[src/rtl/nonce_sequencer_pkg.sv]
// Shared definitions for the nonce sequencer: FSM state encoding and default
// sizing that the hash core and comparator also build against.
package nonce_sequencer_pkg;

  localparam int NONCE_W_DEF     = 32;
  localparam int PIPE_LAT_DEF    = 4;
  localparam int TIMEOUT_CYC_DEF = 1024;

  typedef enum logic [1:0] {
    ST_IDLE  = 2'd0,
    ST_RUN   = 2'd1,
    ST_DRAIN = 2'd2,
    ST_DONE  = 2'd3
  } state_t;

  function automatic logic is_busy(state_t s);
    return (s == ST_RUN) || (s == ST_DRAIN);
  endfunction

endpackage

[src/rtl/nonce_sequencer_if.sv]
// Control/status bundle between the search controller (master) and the
// nonce sequencer (slave).
interface nonce_sequencer_if
  import nonce_sequencer_pkg::*;
#(
  parameter int NONCE_W = NONCE_W_DEF
);
  logic               start;
  logic [NONCE_W-1:0] nonce_start;
  logic [NONCE_W-1:0] nonce_limit;
  logic               valid_in;
  logic [NONCE_W-1:0] nonce_1;
  logic               nonce_vld;
  logic               fin;
  logic               busy;
  logic               found;
  logic               exhausted;
  logic               timed_out;

  modport master (
    output start, nonce_start, nonce_limit, valid_in,
    input  nonce_1, nonce_vld, fin, busy, found, exhausted, timed_out
  );

  modport slave (
    input  start, nonce_start, nonce_limit, valid_in,
    output nonce_1, nonce_vld, fin, busy, found, exhausted, timed_out
  );
endinterface

[src/rtl/nonce_sequencer.sv]
// Issues one candidate nonce per cycle to the hash core and freezes the comparator
// (fin) on a hit or range exhaustion. Optional cycle budget: NONCE_SEQ_TIMEOUT_EN.
module nonce_sequencer
  import nonce_sequencer_pkg::*;
#(
  parameter int NONCE_W     = NONCE_W_DEF,
  parameter int PIPE_LAT    = PIPE_LAT_DEF,
  parameter int TIMEOUT_CYC = TIMEOUT_CYC_DEF
) (
  input logic              clk,
  input logic              reset,
  nonce_sequencer_if.slave bus
);

  localparam int DW = $clog2(PIPE_LAT + 1);

  state_t             state, state_nxt;
  logic [NONCE_W-1:0] nonce_q;
  logic [NONCE_W-1:0] limit_q;
  logic               nonce_vld_q;
  logic [DW-1:0]      drain_cnt;
  logic               found_q;
  logic               exhausted_q;
  logic               launch;
  logic               at_limit;
  logic               budget_hit;

  assign launch   = !is_busy(state) && bus.start;
  assign at_limit = (nonce_q == limit_q);

`ifdef NONCE_SEQ_TIMEOUT_EN
  localparam int CW = (TIMEOUT_CYC > 1) ? $clog2(TIMEOUT_CYC) : 1;

  logic [CW-1:0] cyc_cnt;
  logic          to_pend;
  logic          timed_out_q;

  assign budget_hit = (cyc_cnt == CW'(TIMEOUT_CYC - 1));
`else
  logic unused_cfg;

  assign unused_cfg = (TIMEOUT_CYC != 0);
  assign budget_hit = 1'b0;
`endif

  always_comb begin : next_state
    state_nxt = state;
    unique case (state)
      ST_IDLE, ST_DONE: if (bus.start) state_nxt = ST_RUN;
      ST_RUN: begin
        if (bus.valid_in)               state_nxt = ST_DONE;
        else if (at_limit || budget_hit) state_nxt = ST_DRAIN;
      end
      ST_DRAIN: begin
        if (bus.valid_in || drain_cnt == DW'(1)) state_nxt = ST_DONE;
      end
      default: state_nxt = ST_IDLE;
    endcase
  end

  // The limit only matters while searching, so it is loaded on launch and never reset.
  always_ff @(posedge clk) begin
    if (launch) limit_q <= bus.nonce_limit;
  end

  always_ff @(posedge clk) begin
    if (reset) begin
      state       <= ST_IDLE;
      nonce_q     <= '0;
      nonce_vld_q <= 1'b0;
      drain_cnt   <= '0;
      found_q     <= 1'b0;
      exhausted_q <= 1'b0;
`ifdef NONCE_SEQ_TIMEOUT_EN
      cyc_cnt     <= '0;
      to_pend     <= 1'b0;
      timed_out_q <= 1'b0;
`endif
    end else begin
      state <= state_nxt;
      unique case (state)
        ST_IDLE, ST_DONE: begin
          if (bus.start) begin
            nonce_q     <= bus.nonce_start;
            nonce_vld_q <= 1'b1;
            found_q     <= 1'b0;
            exhausted_q <= 1'b0;
`ifdef NONCE_SEQ_TIMEOUT_EN
            cyc_cnt     <= '0;
            to_pend     <= 1'b0;
            timed_out_q <= 1'b0;
`endif
          end
        end
        ST_RUN: begin
          if (bus.valid_in) begin
            nonce_vld_q <= 1'b0;
            found_q     <= 1'b1;
          end else if (at_limit || budget_hit) begin
            // Hold the last nonce; the drain window covers its result in flight.
            nonce_vld_q <= 1'b0;
            drain_cnt   <= DW'(PIPE_LAT);
`ifdef NONCE_SEQ_TIMEOUT_EN
            to_pend     <= !at_limit;
`endif
          end else begin
            nonce_q <= nonce_q + NONCE_W'(1);
`ifdef NONCE_SEQ_TIMEOUT_EN
            cyc_cnt <= cyc_cnt + CW'(1);
`endif
          end
        end
        ST_DRAIN: begin
          if (bus.valid_in) begin
            found_q <= 1'b1;
          end else if (drain_cnt == DW'(1)) begin
            drain_cnt <= '0;
`ifdef NONCE_SEQ_TIMEOUT_EN
            if (to_pend) timed_out_q <= 1'b1;
            else         exhausted_q <= 1'b1;
`else
            exhausted_q <= 1'b1;
`endif
          end else begin
            drain_cnt <= drain_cnt - DW'(1);
          end
        end
        default: ;
      endcase
    end
  end

  always_comb begin : outputs
    bus.nonce_1   = nonce_q;
    bus.nonce_vld = nonce_vld_q;
    bus.busy      = is_busy(state);
    bus.fin       = !is_busy(state);
    bus.found     = found_q;
    bus.exhausted = exhausted_q;
`ifdef NONCE_SEQ_TIMEOUT_EN
    bus.timed_out = timed_out_q;
`else
    bus.timed_out = 1'b0;
`endif
  end

endmodule

[src/flat_wrapper.sv]
// flat-port wrapper written by rule: the top's interface ports become plain ports
module nonce_sequencer_flat import nonce_sequencer_pkg::*;
#(
  parameter int NONCE_W     = NONCE_W_DEF,
  parameter int PIPE_LAT    = PIPE_LAT_DEF,
  parameter int TIMEOUT_CYC = TIMEOUT_CYC_DEF
)
  (clk, reset, bus_start, bus_nonce_start, bus_nonce_limit, bus_valid_in, bus_nonce_1, bus_nonce_vld, bus_fin, bus_busy, bus_found, bus_exhausted, bus_timed_out);
  nonce_sequencer_if #(.NONCE_W(NONCE_W)) bus_i ();
  input logic clk;
  input logic reset;
  input wire logic [$bits(bus_i.start)-1:0] bus_start;
  input wire logic [$bits(bus_i.nonce_start)-1:0] bus_nonce_start;
  input wire logic [$bits(bus_i.nonce_limit)-1:0] bus_nonce_limit;
  input wire logic [$bits(bus_i.valid_in)-1:0] bus_valid_in;
  output wire logic [$bits(bus_i.nonce_1)-1:0] bus_nonce_1;
  output wire logic [$bits(bus_i.nonce_vld)-1:0] bus_nonce_vld;
  output wire logic [$bits(bus_i.fin)-1:0] bus_fin;
  output wire logic [$bits(bus_i.busy)-1:0] bus_busy;
  output wire logic [$bits(bus_i.found)-1:0] bus_found;
  output wire logic [$bits(bus_i.exhausted)-1:0] bus_exhausted;
  output wire logic [$bits(bus_i.timed_out)-1:0] bus_timed_out;
  assign bus_i.start = bus_start;
  assign bus_i.nonce_start = bus_nonce_start;
  assign bus_i.nonce_limit = bus_nonce_limit;
  assign bus_i.valid_in = bus_valid_in;
  assign bus_nonce_1 = bus_i.nonce_1;
  assign bus_nonce_vld = bus_i.nonce_vld;
  assign bus_fin = bus_i.fin;
  assign bus_busy = bus_i.busy;
  assign bus_found = bus_i.found;
  assign bus_exhausted = bus_i.exhausted;
  assign bus_timed_out = bus_i.timed_out;
  nonce_sequencer #(.NONCE_W(NONCE_W), .PIPE_LAT(PIPE_LAT), .TIMEOUT_CYC(TIMEOUT_CYC)) u_core (.clk(clk), .reset(reset), .bus(bus_i));
endmodule
[config.mk]
export PLATFORM = sky130hd
export DESIGN_NAME = nonce_sequencer_flat
export DESIGN_NICKNAME = d
export VERILOG_FILES = /design/src/rtl/nonce_sequencer_pkg.sv /design/src/rtl/nonce_sequencer_if.sv /design/src/rtl/nonce_sequencer.sv /design/src/flat_wrapper.sv
export SDC_FILE = /design/constraint.sdc
export NUM_CORES = 1
export LEC_CHECK = 0
export ABC_AREA = 0
export ABC_CLOCK_PERIOD_IN_PS = 3600
export CELL_PAD_IN_SITES_DETAIL_PLACEMENT = 0
export CELL_PAD_IN_SITES_GLOBAL_PLACEMENT = 1
export CORE_ASPECT_RATIO = 0.6
export CORE_MARGIN = 2
export CORE_UTILIZATION = 40
export DETAILED_ROUTE_END_ITERATION = 7
export GPL_TIMING_DRIVEN = 1
export PLACE_DENSITY = 0.94
export SLEW_MARGIN = 20
export SYNTH_ARGS = -nofsm -noshare
export SYNTH_HDL_FRONTEND = slang
export SYNTH_SLANG_ARGS = --single-unit
[constraint.sdc]
create_clock -name clk -period 3.6 [get_ports clk]
set_input_delay 0.36 -clock clk [delete_from_list [all_inputs] [get_ports clk]]
set_output_delay 0.36 -clock clk [all_outputs]
set_load 0.1 [all_outputs]
==> summary.txt, run 1 <==
Synth
  • Post-synthesis compound-gate area fraction: 0.2019
  • Seq cells post-synth: 72
  • Synthesized area per cell: 9.290 µm²
  • Post-Syn Area: 4023 µm²
  • Main combinational cell family by area after synthesis: simple AND/OR/NAND/NOR gates
  • Post-synth top cells: 40 x dfxtp_1, 40 x nand2_1, 32 x edfxtp_1, 32 x xor2_1, 23 x o21ai_0
  • Synthesis warning total: 0
  • Post-synth ARST share: 0
  • Mux contribution to synthesized area: 0.007776
  • Area contributors post-synth: edfxtp_1 24%, dfxtp_1 20%, xor2_1 7.0%, nand2_1 3.7%, o21ai_0 2.9%
  • Area leader, netlist: edfxtp_1
  • Post-synth top flop: dfxtp_1
  • XOR/XNOR Fraction of Synth Area: 0.07185
  • Post-synthesis adder-cell area fraction: 0.01555
  • Synth top area share: 0.2389
  • Post-synth EDFFs: 32
  • Sequential-to-total area share from yosys stat: 0.4379
  • Syn Nets: 506
  • Post-synthesis simple-gate area fraction: 0.2106
  • Number of distinct library cells after synthesis: 60
  • Post-Syn Instances: 433

Timing
  • Max Transition Viols Final: 0
  • Max Clock Skew: 6.135 ps
  • # setup viols final: 0
  • Worst hold slack: 488.8 ps
  • Rel. slew slack: 0.2821
  • Fmax achieved: 368.9 MHz
  • Final period utilization: 0.7530
  • Fin crit period: 2711 ps
  • Sum Neg Setup Slack: 0 ps
  • Worst Max-Slew Pin Slew: 1073 ps
  • Final Hold Fails: 0
  • RSZ-0062 raised after global routing: no
  • Post-route setup slack: 889.2 ps

Finish
  • Layout cell share with drive strength beyond 1: 0.08022
  • N_diodes: 0
  • Nets: 604
  • Layout area overhead: 35.89%
  • Fill count: 871

Power and ir drop
  • Sw frac: 0.5081
  • Maximum VDD drop: 0.5006 mV
  • Combinational share of power: 0.525
  • Clk pwr share: 0.192
  • Pleak: 1.910 nW
  • Seq pwr share: 0.283
  • Int Power: 2.441 mW
  • Switching power: 2.522 mW
  • PD cells: 907.9 nW/µm²

Clocking
  • Worst-Skew Late Latency: 340 ps
  • Post-CTS Hold Buffers: 0
  • Postcts setup bufs: 0
  • CTS H-tree depth: 3
  • TritonCTS Buffers: 9
  • CTS tree: yes
  • Num Clock Sinks: 72
  • # resized after CTS: 0
  • Clk root buf: clkbuf_16
  • Clock transition at path regs: 60 ps
  • Clk buf depth: 2

Worst setup path
  • Worst Path Arrival: 2940 ps
  • Crit Path Class: flip-flop to flip-flop
  • Crit. End Element: flip-flop
  • Worst-path maximum fanout: 9
  • Critical Path RT: 3830 ps
  • Critical path launch point type: flip-flop
  • CP Cell Sequence: buf_4, xor2_1, nor4_1, and4_1, a21oi_2, nor2_1, mux2_2
  • CP max stage cell: nor2_1
  • Max incr delay on CP: 520 ps

Die
  • Die Wd: 133.5 µm
  • Io pins: 106
  • Row cnt: 28
  • Initial Utilization: 0.4101
  • Core area: 9809 µm²
  • Die Y: 81.68 µm
  • Die ar.: 10,900 µm²

Detailed routing
  • DRT Pass-1 Iters: 5
  • Vias per std cell: 6.018
  • Drt drc: 0
  • Initial DRC Count: 455
  • Final ANT Viol Nets: 0
  • Wirelength per Cell: 19.46 µm
  • Final wirelength: 13,060 µm
  • Vias: 4,038

Placement
  • Pre-CTS setup slack: 892.3 ps
  • Post-DP HPWL: 9358 µm
  • IO buf count: 104
  • Routability cong.: 0.9448

Global routing
  • Grt ovf: 0
  • First-pass GRT wire length: 20,090 µm
  • Gr usage total: 0.2446
  • Vias in the first global route: 3,658
  • Initial antenna violation count: 0
  • Largest net degree at the start of global routing: 39

Flow run
  • MaxCap Viol Count: 0

Run status
  • Status: complete, no violations

Worst hold path
  • HP Class: flip-flop to flip-flop
-- kinds of logic (layout without fill, tap and decap cells) --
| family | Yosys count | count (layout) |
|---|---|---|
| mux | 3 | 3 |
| simple gates | 157 | 157 |
| flops | 72 | 72 |
| xor+xnor | 33 | 33 |
| fa+ha+maj | 5 | 5 |
| compound gates | 118 | 118 |
| buf+inv | 44 | 147 |
| other cells | 1 | 1 |
-- cell type report --
cell class              count  area, µm²  area share
flip-flops and latches     72       1762      0.3223
repair buffers            115       1119      0.2046
well taps                 135      168.9     0.03090
clock buffers               9      225.2     0.04120
clock inverters             7      86.33     0.01579
inverters                  16      60.06     0.01099
multi-input cells         317       2046      0.3742
-- sequential cells by signal (all words and copies together), names as in the netlist --
| name | flops |
|---|---|
| u_core.bus.found | 1 |
| u_core.bus.exhausted | 1 |
| u_core.bus.nonce_1 | 32 |
| u_core.drain_cnt | 3 |
| u_core.limit_q | 32 |
| u_core.state | 2 |
| u_core.bus.nonce_vld | 1 |
-- power by group through the flow --
stage / combinational (mW) / sequential, mW / clock (mW)
final: 2.60 / 1.40 / 0.954
after global routing: 2.74 / 1.43 / 1.00
after CTS: 2.59 / 1.40 / 0.966
after detailed placement: 2.58 / 1.41 / 0
after global placement: 2.55 / 1.40 / 0
after floorplan: 1.15 / 2.13 / 0
-- worst max-delay path, delay by kind of cell (launching register included) --
family	cells	cell delay, ps
simple gates	3	1380
xor+xnor	1	160
compound gates	1	170
mux	1	410
flops	1	300
buf+inv	1	160
-- cell usage in the layout (no fill, tap or decap), drive strengths merged, types with 16 or more instances in the layout --
cell / n
xor2: 32
a21oi: 24
nor2: 22
inv: 16
dfxtp: 40
o21ai: 24
nand2: 41
edfxtp: 32
clkdlybuf4s50: 102
nand3: 17
-- final timing paths --
path                           endpoint  depth (start not counted)  slack [ps]                   from
setup reg to reg  u_core.bus.nonce_1[6]                          7         890  u_core.bus.nonce_1[7]
hold / removal      u_core.drain_cnt[1]                          2         490    u_core.drain_cnt[1]
hold reg to reg     u_core.drain_cnt[1]                          2         490    u_core.drain_cnt[1]
setup / recovery  u_core.bus.nonce_1[6]                          7         890  u_core.bus.nonce_1[7]
-- metal layers --
layer,up-vias,track usage,wire [µm]
li1,1843,-,-
met1,1893,0.3544,6059
met5,-,0,0
met2,273,0.3510,5315
met4,0,0.07234,195
met3,29,0.07284,1487
-- per-stage QoR --
step	power, mW	cell area, µm²	std cells	util
2_1_floorplan	3.282	4023	433	-
3_3_place_gp	3.947	5155	655	0.5255
3_5_place_dp	3.989	5155	655	0.5255
4_1_cts	4.947	5466	671	0.5573
5_1_grt	5.174	5466	671	0.5573
6_report	4.963	5466	671	0.5573
(Power assumes the default switching activity.)
==> run 2: changes to the inputs <==
--- a/config.mk
+++ b/config.mk
@@ -6,15 +6,15 @@
 export NUM_CORES = 1
 export LEC_CHECK = 0
 export ABC_AREA = 0
-export ABC_CLOCK_PERIOD_IN_PS = 3600
+export ABC_CLOCK_PERIOD_IN_PS = 2670
 export CELL_PAD_IN_SITES_DETAIL_PLACEMENT = 0
 export CELL_PAD_IN_SITES_GLOBAL_PLACEMENT = 1
 export CORE_ASPECT_RATIO = 0.6
 export CORE_MARGIN = 2
-export CORE_UTILIZATION = 40
+export CORE_UTILIZATION = 37
 export DETAILED_ROUTE_END_ITERATION = 7
 export GPL_TIMING_DRIVEN = 1
-export PLACE_DENSITY = 0.94
+export PLACE_DENSITY = 0.88
 export SLEW_MARGIN = 20
 export SYNTH_ARGS = -nofsm -noshare
 export SYNTH_HDL_FRONTEND = slang
==> constraint.sdc (replaced) <==
create_clock -name clk -period 2.67 [get_ports clk]
set_input_delay 0.267 -clock clk [delete_from_list [all_inputs] [get_ports clk]]
set_output_delay 0.267 -clock clk [all_outputs]
set_load 0.1 [all_outputs]
==> run 2 against run 1 <==
Wire length up 5.6%. Largest cell class unchanged. Final area is 3.0% higher. Final cell count is 4.6% higher.
==> summary.txt, run 2 (synthesis results as in run 1) <==
Run status
  • Status: complete, no violations

Timing
  • Final Hold Fails: 0 (unchanged)
  • RSZ-0062 raised after global routing: no
  • # setup viols final: 0 (unchanged)
  • Max Clock Skew: 6.132 ps (-0.002840 ps)
  • Rel. slew slack: 0.5794 (+0.2973)
  • Fin crit period: 2569 ps (-141.8 ps)
  • Fmax achieved: 389.3 MHz (+5.5%)
  • Max Transition Viols Final: 0 (unchanged)
  • Worst Max-Slew Pin Slew: 625.1 ps (-448.3 ps)
  • Final period utilization: 0.9622 (+0.2092)
  • Sum Neg Setup Slack: 0 ps (unchanged)
  • Worst hold slack: 480.6 ps (-8.228 ps)

Finish
  • Layout Utilization: 0.5332 (-0.02403)
  • N_diodes: 0 (unchanged)
  • Commonest non-fill, non-tap cells in the layout: 75 x buf_4, 67 x clkdlybuf4s50_1, 40 x nand2_1
  • Layout cell share with drive strength beyond 1: 0.2043 (+0.1240)
  • Fill count: 957 (+9.9%)
  • Nets: 632 (+4.6%)
  • Layout area overhead: 39.97%
  • Commonest non-fill, non-tap cell in the layout: buf_4

Detailed routing
  • Final wirelength: 13,780 µm (+5.6%)
  • WL met2: 5377 µm (+1.2%)
  • Initial DRC Count: 512 (+13%)
  • Wirelength per Cell: 19.64 µm (+0.91%)
  • Final ANT Viol Nets: 0 (unchanged)
  • Top Metal Used: met4
  • Drt drc: 0 (unchanged)
  • Metal3 WL: 1471 µm (-1.1%)
  • Vias per std cell: 5.808 (-3.5%)
  • Metal-1 WL: 6719 µm (+11%)
  • Vias: 4,077 (+0.97%)
  • DRT Pass-1 Iters: 5 (unchanged)

Global routing
  • Initial antenna violation count: 0 (unchanged)
  • Grt ovf: 0 (unchanged)
  • Vias in the first global route: 3,690 (+0.87%)
  • First-pass GRT wire length: 21,190 µm (+5.5%)
  • Largest net degree at the start of global routing: 33 (-15%)
  • Gr usage total: 0.2357 (-0.008894)

Clocking
  • Clock transition at path regs: 60 ps (about the same)
  • Postcts setup bufs: 0 (unchanged)
  • Worst-Skew Late Latency: 340 ps (about the same)
  • Clk buf depth: 2 (unchanged)
  • TritonCTS Buffers: 9 (unchanged)
  • Clk root buf: clkbuf_16
  • CTS H-tree depth: 3 (unchanged)
  • Num Clock Sinks: 72 (unchanged)
  • CTS tree: yes

Die
  • Io pins: 106 (unchanged)
  • Die ar.: 11,750 µm² (+7.8%)
  • Initial Utilization: 0.3810 (-0.02911)
  • Core area: 10,560 µm² (+7.6%)
  • Die Wd: 138.6 µm (+3.9%)
  • Die Y: 84.77 µm (+3.8%)
  • Row cnt: 29 (+3.6%)

Worst setup path
  • Crit Path Class: flip-flop to flip-flop
  • Worst Path Buf+Inv: 2 (+1)
  • Critical Path RT: 2860 ps (-970 ps)
  • CP Cell Sequence: xor2_1, nor4_1, nand4_1, buf_4, o21ai_2, buf_12, nand2_2, a221oi_1
  • Critical path launch point type: flip-flop
  • Crit. End Element: flip-flop
  • Top cell family by delay on the critical path: simple AND/OR/NAND/NOR gates
  • Worst-path maximum fanout: 26 (+17)
  • Max incr delay on CP: 540 ps (+20 ps)
  • CP max stage cell: nor4_1
  • Worst Path Arrival: 2760 ps (-180 ps)

Flow run
  • MaxCap Viol Count: 0 (unchanged)

Power and ir drop
  • Maximum VDD drop: 0.6363 mV (+27%)
  • PD cells: 1225 nW/µm² (+35%)
  • Pleak: 2.109 nW (+10%)

Placement
  • Post-DP HPWL: 10,350 µm (+11%)
  • Routability cong.: 0.9640 (+2.0%)
  • IO buf count: 104 (unchanged)

Worst hold path
  • HP Class: input port to flip-flop
## run 2: cell count changes in the layout (fill, tap and decap cells not counted), sizes merged
| cell | delta |
|---|---|
| buf | +63 |
| clkdlybuf4s50 | -35 |
| clkinv | -2 |
| clkinvlp | +2 |
| inv | -1 |
## run 2: where the power goes
| part | switching [mW] | internal, mW | total [mW] |
|---|---|---|---|
| registers | 0.311 | 1.52 | 1.83 |
| logic | 2.71 | 1.08 | 3.78 |
| clock network | 0.477 | 0.809 | 1.29 |
## run 2: area by class of cell
| cell class | count | area, µm² | share of cell area |
|---|---|---|---|
| clock buffers | 9 | 225.2 | 0.04000 |
| inverters | 16 | 63.81 | 0.01133 |
| multi-input cells | 317 | 2061 | 0.3660 |
| well taps | 139 | 173.9 | 0.03089 |
| clock inverters | 6 | 85.08 | 0.01511 |
| repair buffers | 143 | 1254 | 0.2227 |
| flip-flops and latches | 72 | 1768 | 0.3140 |
## run 2: worst paths after layout
kind,start,to,slack (ps),cells past startpoint
worst max register to register,u_core.bus.nonce_1[10],u_core.bus.nonce_1[8],100,8
worst min-delay path,bus_nonce_limit[23],u_core.limit_q[23],480,1
worst max-delay path,u_core.bus.nonce_1[10],u_core.bus.nonce_1[8],100,8
worst min register to register,u_core.drain_cnt[1],u_core.drain_cnt[1],490,2
## run 2: through the flow
step	power, mW	setup WS (ps)	cell area, µm²	cells
after floorplan	4.442	1.452	4035	433
after global placement	5.534	75.04	5308	687
after detailed placement	5.566	49.42	5308	687
after CTS	6.870	18.95	5618	702
after global routing	7.200	39.00	5630	702
final	6.898	101.0	5630	702
## run 2: layer usage
metal,GRT usage,vias to the layer above
met4,0.06520,0
met3,0.06218,24
li1,-,1883
met5,0,-
met1,0.3706,1905
met2,0.3119,265
## run 2: timing repair
| action | in CTS | in global routing |
|---|---|---|
| hold buffers | 0 | 0 |
| setup endpoints to repair | 0 | 2 |
| resized for setup | 0 | 2 |
## run 2: worst reg2reg max path: cells and delay by family, from the launching register on
family | cells | cell delay (ps)
compound gates | 2 | 610
buf+inv | 2 | 400
flops | 1 | 370
xor+xnor | 1 | 190
simple gates | 3 | 860
